<file path="config.mk">
export PLATFORM = sky130hd
export DESIGN_NAME = mem_bus_arbiter
export DESIGN_NICKNAME = d
export VERILOG_FILES = /design/src/rtl/mem_bus_arbiter.sv
export SDC_FILE = /design/constraint.sdc
export NUM_CORES = 1
export LEC_CHECK = 0
export ABC_CLOCK_PERIOD_IN_PS = 2500
export CAP_MARGIN = 5
export CORE_MARGIN = 10
export CORE_UTILIZATION = 30
export DETAILED_ROUTE_END_ITERATION = 10
export PLACE_DENSITY = 0.73
export SLEW_MARGIN = 30
export SYNTH_ARGS = -nofsm -noshare
export SYNTH_HDL_FRONTEND = slang
export SYNTH_SLANG_ARGS = --single-unit
</file>
<file path="constraint.sdc">
create_clock -name clk -period 2.5 [get_ports clk]
set_clock_uncertainty 0.15 [all_clocks]
set_input_delay 0.625 -clock clk [delete_from_list [all_inputs] [get_ports clk]]
set_output_delay 0.625 -clock clk [all_outputs]
set_load 0.01 [all_outputs]
</file>
<file path="src/rtl/mem_bus_arbiter.sv">
// rtl/mem_bus_arbiter.sv - round-robin two-master arbiter for the shared single-port RAM
module mem_bus_arbiter #(
  parameter int ADR_W = 32
) (
  input  logic             clk,
  input  logic             n_reset,
  input  logic             cpu_mem_op,
  input  logic [ADR_W-1:0] cpu_adr,
  input  logic [31:0]      cpu_do,
  input  logic [3:0]       cpu_wren,
  output logic [31:0]      cpu_di,
  output logic             cpu_ready,
  input  logic             dbg_mem_op,
  input  logic [ADR_W-1:0] dbg_adr,
  input  logic [31:0]      dbg_do,
  input  logic [3:0]       dbg_wren,
  output logic [31:0]      dbg_di,
  output logic             dbg_ready,
  output logic             mem_en,
  output logic [ADR_W-1:0] mem_adr,
  output logic [31:0]      mem_do,
  output logic [3:0]       mem_wren,
  input  logic [31:0]      mem_di,
  output logic             grant_dbg
);

  typedef enum logic [1:0] {
    IDLE   = 2'd0,
    ACCESS = 2'd1,
    DONE   = 2'd2
  } state_e;

  localparam logic MST_CPU = 1'b0;
  localparam logic MST_DBG = 1'b1;

  state_e           state_q, state_d;
  logic             last_q, last_d;
  logic             grant_dbg_q, grant_dbg_d;
  logic             mem_en_q, mem_en_d;
  logic [3:0]       mem_wren_q, mem_wren_d;
  logic [ADR_W-1:0] mem_adr_q, mem_adr_d;
  logic [31:0]      mem_do_q, mem_do_d;
  logic             pick_dbg;

  // State and RAM-port registers; reset abandons any in-flight access.
  always_ff @(posedge clk or negedge n_reset) begin
    if (!n_reset) begin
      state_q     <= IDLE;
      last_q      <= MST_DBG;
      grant_dbg_q <= 1'b0;
      mem_en_q    <= 1'b0;
      mem_wren_q  <= 4'd0;
      mem_adr_q   <= '0;
      mem_do_q    <= 32'd0;
    end else begin
      state_q     <= state_d;
      last_q      <= last_d;
      grant_dbg_q <= grant_dbg_d;
      mem_en_q    <= mem_en_d;
      mem_wren_q  <= mem_wren_d;
      mem_adr_q   <= mem_adr_d;
      mem_do_q    <= mem_do_d;
    end
  end

  // Arbitration and transaction sequencing: IDLE picks a winner, ACCESS strobes the RAM, DONE returns data.
  always_comb begin
    state_d     = state_q;
    last_d      = last_q;
    grant_dbg_d = grant_dbg_q;
    mem_en_d    = mem_en_q;
    mem_wren_d  = mem_wren_q;
    mem_adr_d   = mem_adr_q;
    mem_do_d    = mem_do_q;
    // Debug wins when it is the only requester, or on a tie when the CPU was served last.
    pick_dbg    = dbg_mem_op && (!cpu_mem_op || (last_q == MST_CPU));
    case (state_q)
      IDLE: begin
        if (cpu_mem_op || dbg_mem_op) begin
          state_d     = ACCESS;
          last_d      = pick_dbg;
          grant_dbg_d = pick_dbg;
          mem_en_d    = 1'b1;
          mem_adr_d   = pick_dbg ? dbg_adr  : cpu_adr;
          mem_do_d    = pick_dbg ? dbg_do   : cpu_do;
          mem_wren_d  = pick_dbg ? dbg_wren : cpu_wren;
        end
      end
      ACCESS: begin
        state_d    = DONE;
        mem_en_d   = 1'b0;
        mem_wren_d = 4'd0;
      end
      DONE: begin
        state_d     = IDLE;
        grant_dbg_d = 1'b0;
      end
      default: begin
        state_d     = IDLE;
        grant_dbg_d = 1'b0;
        mem_en_d    = 1'b0;
        mem_wren_d  = 4'd0;
      end
    endcase
  end

  assign mem_en    = mem_en_q;
  assign mem_wren  = mem_wren_q;
  assign mem_adr   = mem_adr_q;
  assign mem_do    = mem_do_q;
  assign grant_dbg = grant_dbg_q;

  // Read data is passed straight through; it is only meaningful while the owner's ready is high.
  assign cpu_di    = mem_di;
  assign dbg_di    = mem_di;
  assign cpu_ready = (state_q == DONE) && !grant_dbg_q;
  assign dbg_ready = (state_q == DONE) &&  grant_dbg_q;

endmodule

</file>
======== Word-level counts from Yosys, hierarchy flattened ========
Cells that the tools add are included.
word-level totals
  logic and storage cells ................. 35
  register bits ........................... 73
  output and inout bits ................... 136
operators by class
  reduce and logical (&&, ||, !) cells .... 11
  mux-type cells .......................... 11
  eq/ne operators ......................... 3
  bitwise gates (word level) .............. 3
operator list
  cell                                                  number
  2-to-1 mux 32 bit                                     2
  2-to-1 mux 4 bit                                      2
  one-hot mux 4 bit (2 select lines)                    1
  AND reduction 2 bit                                   3
  one-hot mux 1 bit (2 select lines)                    2
  one-hot mux 2 bit (2 select lines)                    1
  logical AND 1 bit                                     3
  NOT 1 bit                                             3
  equality test 2 x 1 -> 1 bit (second input constant)  1
  equality test 2 bit (second input constant)           1
  zero test 1 bit                                       2
  zero test 2 bit                                       1
  logical OR 1 bit                                      2
  2-to-1 mux 1 bit                                      2
  2-to-1 mux 2 bit                                      1
  != test 2 bit (second input constant)                 1

======== Depth between registers and ports, before layout ========
Gate-level depths: netlist (run 1).
  word-level depth ........................ 6
  gate-level depth with buffers ........... 6
  mapped depth without buffers ............ 4

======== Worst setup path after synthesis (run 1) ========
OpenSTA, ideal clock, no wires.
  path kind ............................... in2reg
  start ................................... input dbg_mem_op
  end ..................................... register mem_adr_q[10] (netlist: mem_adr[10])
  setup slack ............................. 0.484 ns
  library setup time ...................... 0.125 ns
  arrival ................................. 1.742 ns
  cell stages on the path ................. 6
  cell sequence ........................... a21bo_1 > buf_2 > buf_6 > buf_6 > mux2_4 > mux2_2
between the ends
  word-level cells in the longest chain between the ends .. 2
  elaborated cells between the ends (all ways) .. 4
  those cells by class .................... mux: 1; reduce/logical: 3
ends and longest elaborated chain
  item                                                      RTL line  source
  from (decl)                                               13        input logic dbg_mem_op,
  logical AND 1 bit or logical OR 1 bit (tied branches)     76, 79
  2-to-1 mux 32 bit or AND reduction 2 bit (tied branches)  -
  to (signal assigned)                                      61        mem_adr_q <= mem_adr_d;
  to (decl)                                                 41        logic [ADR_W-1:0] mem_adr_q, mem_adr_d;
Several ways; a longest one is shown, not always the timed one.
A chain may end at the register's enable or synchronous reset.

======== Worst setup path in the final report (run 1) ========
  start ................................... register state_q[0]
  end ..................................... output cpu_ready
between the ends
  word-level cells in the longest chain between the ends .. 2
ends and longest elaborated chain
  item                    RTL line  source
  from (decl)             36        state_e state_q, state_d;
  from (signal assigned)  56        state_q <= state_d;
  equality test 2 bit     116       assign cpu_ready = (state_q == DONE) && !grant_dbg_q;
  logical AND 1 bit       116
  to (decl)               12        output logic cpu_ready,
Every way passes these cells.

==> results of run 1 <==
## worst register-to-register path: cells and delay by family (launching register included)
kind / cells / cell delay [ps]
compound gates: 1 / 160
mux: 2 / 660
buf+inv: 1 / 220
flops: 1 / 550
## where the power goes
group	internal, mW	switching (mW)	total (mW)
Clock	1.00	0.488	1.49
Sequential	1.80	0.337	2.14
Combinational	2.12	1.27	3.39
## area by class of cell
cell class / count / area [um2]
Tap cell: 176 / 220
Inverter: 1 / 3.75
Clock buffer: 11 / 243
Fill cell: 1187 / 6930
Multi-Input combinational cell: 150 / 1630
Sequential cell: 73 / 1830
Clock inverter: 5 / 103
Timing Repair Buffer: 219 / 2230
## stage by stage
| step | util | area [um2] | cells | hold WS, ps |
|---|---|---|---|---|
| floorplan | - | 4030 | 303 | 179 |
| global placement | 0.449 | 5920 | 619 | 316 |
| detailed placement | 0.449 | 5920 | 619 | 318 |
| CTS | 0.475 | 6260 | 635 | 109 |
| global route | 0.475 | 6260 | 635 | 112 |
| finish | 0.475 | 6260 | 635 | 94.3 |
## metal layers
layer  global-route usage  share of wire
met2                0.239           0.52
met5                    0              0
met3               0.0815           0.12
met1                0.130           0.33
met4               0.0533          0.027
## cells in the final DEF, fill, tap and decap left out, types with 3 or more instances in the layout
cell type / synthesis / layout
mux2_2: 123 / 123
o2bb2ai_1: 4 / 4
clkbuf_16: 0 / 9
buf_12: 0 / 5
mux2_4: 5 / 5
mux2i_1: 4 / 4
clkdlybuf4s50_1: 0 / 210
dfrtp_1: 72 / 72
bufinv_16: 0 / 3
buf_4: 64 / 4
nor2_1: 3 / 3
## synthesized netlist by cell type
cell type / count / area share
o21ai_1: 1 / 0.0012
a2bb2oi_1: 1 / 0.0022
nor2_1: 3 / 0.0028
buf_2: 13 / 0.016
mux2_2: 123 / 0.34
dfrtp_1: 72 / 0.45
a21bo_1: 1 / 0.0025
nand2b_1: 1 / 0.0016
buf_4: 64 / 0.12
a31oi_1: 1 / 0.0016
and3b_1: 1 / 0.0022
dfstp_2: 1 / 0.0065
o2bb2ai_1: 4 / 0.0087
buf_6: 2 / 0.0056
inv_1: 1 / 0.00093
o21ba_2: 1 / 0.0025
mux2i_1: 4 / 0.0099
a21oi_1: 1 / 0.0012
nor2b_1: 1 / 0.0016
nor3b_1: 1 / 0.0019
mux2_4: 5 / 0.019
a21o_1: 1 / 0.0019
## how the worst max path moves through the flow
stage | from | slack [ps] | cells after the start | end
final | state_q[0] | 150 | 2 | cpu_ready
after global routing | state_q[0] | 100 | 2 | cpu_ready
after CTS | state_q[0] | 120 | 2 | cpu_ready
after detailed placement | cpu_mem_op | 50 | 5 | mem_do[17]
after global placement | cpu_mem_op | 90 | 5 | mem_do[20]
after floorplan | dbg_mem_op | 480 | 6 | mem_adr[10]
## registers in the layout, indices dropped and copies added, names as in the netlist
| register | flops |
|---|---|
| mem_adr | 32 |
| mem_do | 32 |
| mem_wren | 4 |
| state_q | 2 |
| grant_dbg | 1 |
| last_q | 1 |
| mem_en | 1 |
## cells by family (layout without fill, tap and decap cells)
family | after synthesis | in the layout | synth area share
mux | 132 | 132 | 0.372
compound gates | 11 | 11 | 0.0217
simple gates | 7 | 7 | 0.00994
buf+inv | 80 | 236 | 0.142
flops | 73 | 73 | 0.454
==> results.cfg, run 1 <==
[global_routing]
grt_max_degree = 38
overflow = 0
first_global_vias = 3378
grtUsageTotal = 0.138
grt_antenna_before_repair = 0
grt_pass1_wl_um = 19400

[cts]
hold_buffers = 0
cts.sinks = 73
worstSkewPairLatency_ps = 340
clk_pin_slew_ps = 60
cts_tree = yes
ctsResizeCount = 0
numCtsBuffers = 9
cts_max_level = 3
clk_path_buf_depth = 2
post_cts.repair.setup_buffers = 0
root_buffer = clkbuf_16

[timing]
worstMarginPinSlew_ps = 503
final_hold_viol_count = 0
relSlewSlack = 0.665
fin_crit_ps = 2350
fin_crit_sh = 0.939
clock.fmax_mhz = 426
setup_ws_ps = 151
setup_tns_ps = 0
rsz0062_at_grt = false
slew_violations = 0
setup_violations = 0

[floorplan]
dieArea_mm2 = 0.0185
core_mm2 = 0.0132
num_rows = 42
io_pins = 308
die_h_um = 136
start_util = 0.305
die_x_um = 136

[worst_setup_path]
end_kind = output pin
crit_type = register to output pin
timing.rr.start = last_q
crit_path_start_kind = register
cp.required_ps = 1730
critical-path-slowest-cell = clkdlybuf4s50_1
r2r_slack_ps = 640
path_cells = nor3b_1, clkdlybuf4s50_1
rr_endpoint = mem_do[16]
critPathTopFamily = buffers and inverters
worstPathBufferInverterCount = 1
crit_fanout = 7
cp_data_arrival_time_ps = 1570
rr_worst_depth = 4
cpPeakStageDelay_ps = 590

[logic_synthesis]
syn_area_per_cell_um2 = 13.3
ys.warnings.count = 0
netlist_area_mm2 = 0.00403
synthCells = 303
seq_area_frac_synth = 0.454
synth_nets = 475
synth_seq_cells = 73
netlist-cell-type-count = 22

[finish]
drive_above_1_share = 0.340
antennaDiodeCount = 0
area_growth_pct = 55.5
final_net_count = 626

[drt]
detail_route.vias_per_cell = 4.49
route.detailed.drc = 0
firstDrtPassIters = 4
drt-wirelength-per-cell_um = 20.1
ant_nets = 0
vias = 2850
postRouteWirelength_um = 12800
drt_iter0_markers = 57

[power]
power.total_mw = 7.02
p_leak_nw = 2.52
p_per_area_mw_per_mm2 = 1120
ir_drop_v = 0.000553

[placed_design]
port_buffers = 211
hpwl_um = 10500
dpl_worst_slack_ps = 53.2
gp_congestion = 0.742

[min_path]
worstHoldPathType = input port to async pin

[run]
cap_violations = 0

[outcome]
status = completed
No activity file was read; power rests on OpenSTA's default activity.
==> inputs of run 2 (changes only) <==
ABC_CLOCK_PERIOD_IN_PS = 1950   (was 2500)
CELL_PAD_IN_SITES_DETAIL_PLACEMENT = 2   (was not set)
CELL_PAD_IN_SITES_GLOBAL_PLACEMENT = 2   (was not set)
CORE_UTILIZATION = 17   (was 30)
PLACE_DENSITY = not set   (was 0.73)
PLACE_DENSITY_LB_ADDON = 0.1   (was not set)
clock period = 1.95 ns   (was 2.5 ns; I/O delays follow)
==> results.cfg, run 2 (synthesis gave the netlist of run 1 again) <==
[finish]
fin_util = 0.280
area_growth_pct = 62.8
n_fill_cell = 2539
antennaDiodeCount = 0
fin_area_mm2 = 0.00656
multiInputGateArea_mm2 = 0.00164
final_net_count = 635
drive_above_1_share = 0.359
regArea_mm2 = 0.00183
final_cell_mix = clkdlybuf4s50_1, mux2_2, dfrtp_1, dlymetal6s2s_1, buf_4
final_common_cell = clkdlybuf4s50_1
stdcell_count = 787

[floorplan]
start_util = 0.172
die_x_um = 174
num_rows = 56
io_pins = 308
die_h_um = 174
core_mm2 = 0.0234
dieArea_mm2 = 0.0302

[timing]
setup_tns_ps = 0
timing.hold.ws_ps = 338
clock.fmax_mhz = 514
setup_ws_ps = 3.22
final_hold_viol_count = 0
relSlewSlack = 0.817
slew_violations = 0
setup_violations = 0
fin_crit_sh = 0.998
rsz0062_at_grt = true
worstMarginPinSlew_ps = 274
fin_crit_ps = 1950

[worst_setup_path]
crit_path_start_kind = register
r2r_slack_ps = 3
rr_worst_depth = 4
rr_endpoint = mem_adr[25]
end_kind = register
crit_fanout = 7
cp.required_ps = 2020
critical-path-slowest-cell = dfstp_2
cpPeakStageDelay_ps = 550
path_cells = a21bo_4, bufbuf_16, mux2_2, mux2_2
critPathTopFamily = multiplexers
timing.rr.start = last_q
crit_type = register to register
worstPathBufferInverterCount = 1
crit_top_cell = mux2_2
cp_data_arrival_time_ps = 2020

[drt]
route.detailed.drc = 0
firstDrtPassIters = 4
vias = 2903
detail_route.vias_per_cell = 3.69
drt-wirelength-per-cell_um = 18.4
postRouteWirelength_um = 14500
drt_iter0_markers = 44
ant_nets = 0

[outcome]
status = completed

[cts]
clk_path_buf_depth = 2
cts_tree = yes
root_buffer = clkbuf_16
cts.sinks = 73
worstSkewPairLatency_ps = 330
numCtsBuffers = 9
clk_pin_slew_ps = 60
cts_max_level = 3

[power]
p_per_area_mw_per_mm2 = 1380
p_leak_nw = 2.71
ir_drop_v = 0.000453
power.total_mw = 9.07

[min_path]
hold_end = mem_en
hold_depth = 1
min_from = mem_en
worstHoldPathType = register to register

[run]
cap_violations = 0

[global_routing]
overflow = 0
grt_antenna_before_repair = 0
grt_max_degree = 33
first_global_vias = 3533
grtUsageTotal = 0.0967
grt_pass1_wl_um = 22500

[placed_design]
dp_cells = 768
dpl_cell_area_mm2 = 0.00614
port_buffers = 211
dpl_worst_slack_ps = -418
hpwl_um = 11400
gp_congestion = 0.645
==> run 2: cell count changes in the layout (fill, tap and decap cells not counted), moves of 2 or more <==
| cell | delta |
|---|---|
| dlygate4sd2_1 | +3 |
| clkdlybuf4s50_1 | -17 |
| dlymetal6s2s_1 | +12 |
| buf_4 | +6 |
| buf_2 | +2 |
==> run 2: what timing repair did <==
action / CTS / global route
pin swaps: 1 / 0
setup endpoints to repair: 43 / 52
resized for setup: 12 / 17
buffers inserted: 1 / 0
hold endpoints to repair: 14 / 0
hold buffers: 1 / 0
gates cloned: 2 / 0
==> run 2: final cells by class <==
cell class	instances	area share
inverter	1	0.000572
clock buffer	12	0.0391
tap	319	0.0609
timing repair buffer	228	0.359
clock inverter	4	0.0114
sequential	73	0.279
multi-input combinational	150	0.250
==> run 2: worst max-delay path by stage <==
stage	startpoint	to	slack [ps]	depth (start not counted)
after floorplan	dbg_mem_op	mem_adr[10]	70	6
after global placement	dbg_mem_op	mem_do[16]	-380	5
after detailed placement	dbg_mem_op	mem_do[11]	-420	5
after CTS	last_q	mem_do[9]	-20	4
after global routing	last_q	mem_do[7]	-40	4
final	last_q	mem_adr[25]	3	4
==> run 2: power breakdown <==
| group | leakage [nW] | total (mW) | switching, mW | internal, mW |
|---|---|---|---|---|
| registers | 0.857 | 2.73 | 0.417 | 2.31 |
| logic | 1.70 | 4.47 | 1.72 | 2.75 |
| clock network | 0.155 | 1.87 | 0.676 | 1.19 |
==> run 2: metal layers <==
| layer | up-vias | GRT usage | routed length (um) |
|---|---|---|---|
| met5 | - | 0 | 0 |
| met4 | 0 | 0.0356 | 244 |
| met3 | 34 | 0.0505 | 1620 |
| met2 | 135 | 0.153 | 6800 |
| met1 | 1415 | 0.109 | 5840 |
| li1 | 1319 | - | - |
==> run 2: worst reg2reg max path, cell delays in order (launching register included) <==
cell	delay, ps
dfstp_2	550
a21bo_4	220
bufbuf_16	310
mux2_2	340
mux2_2	270
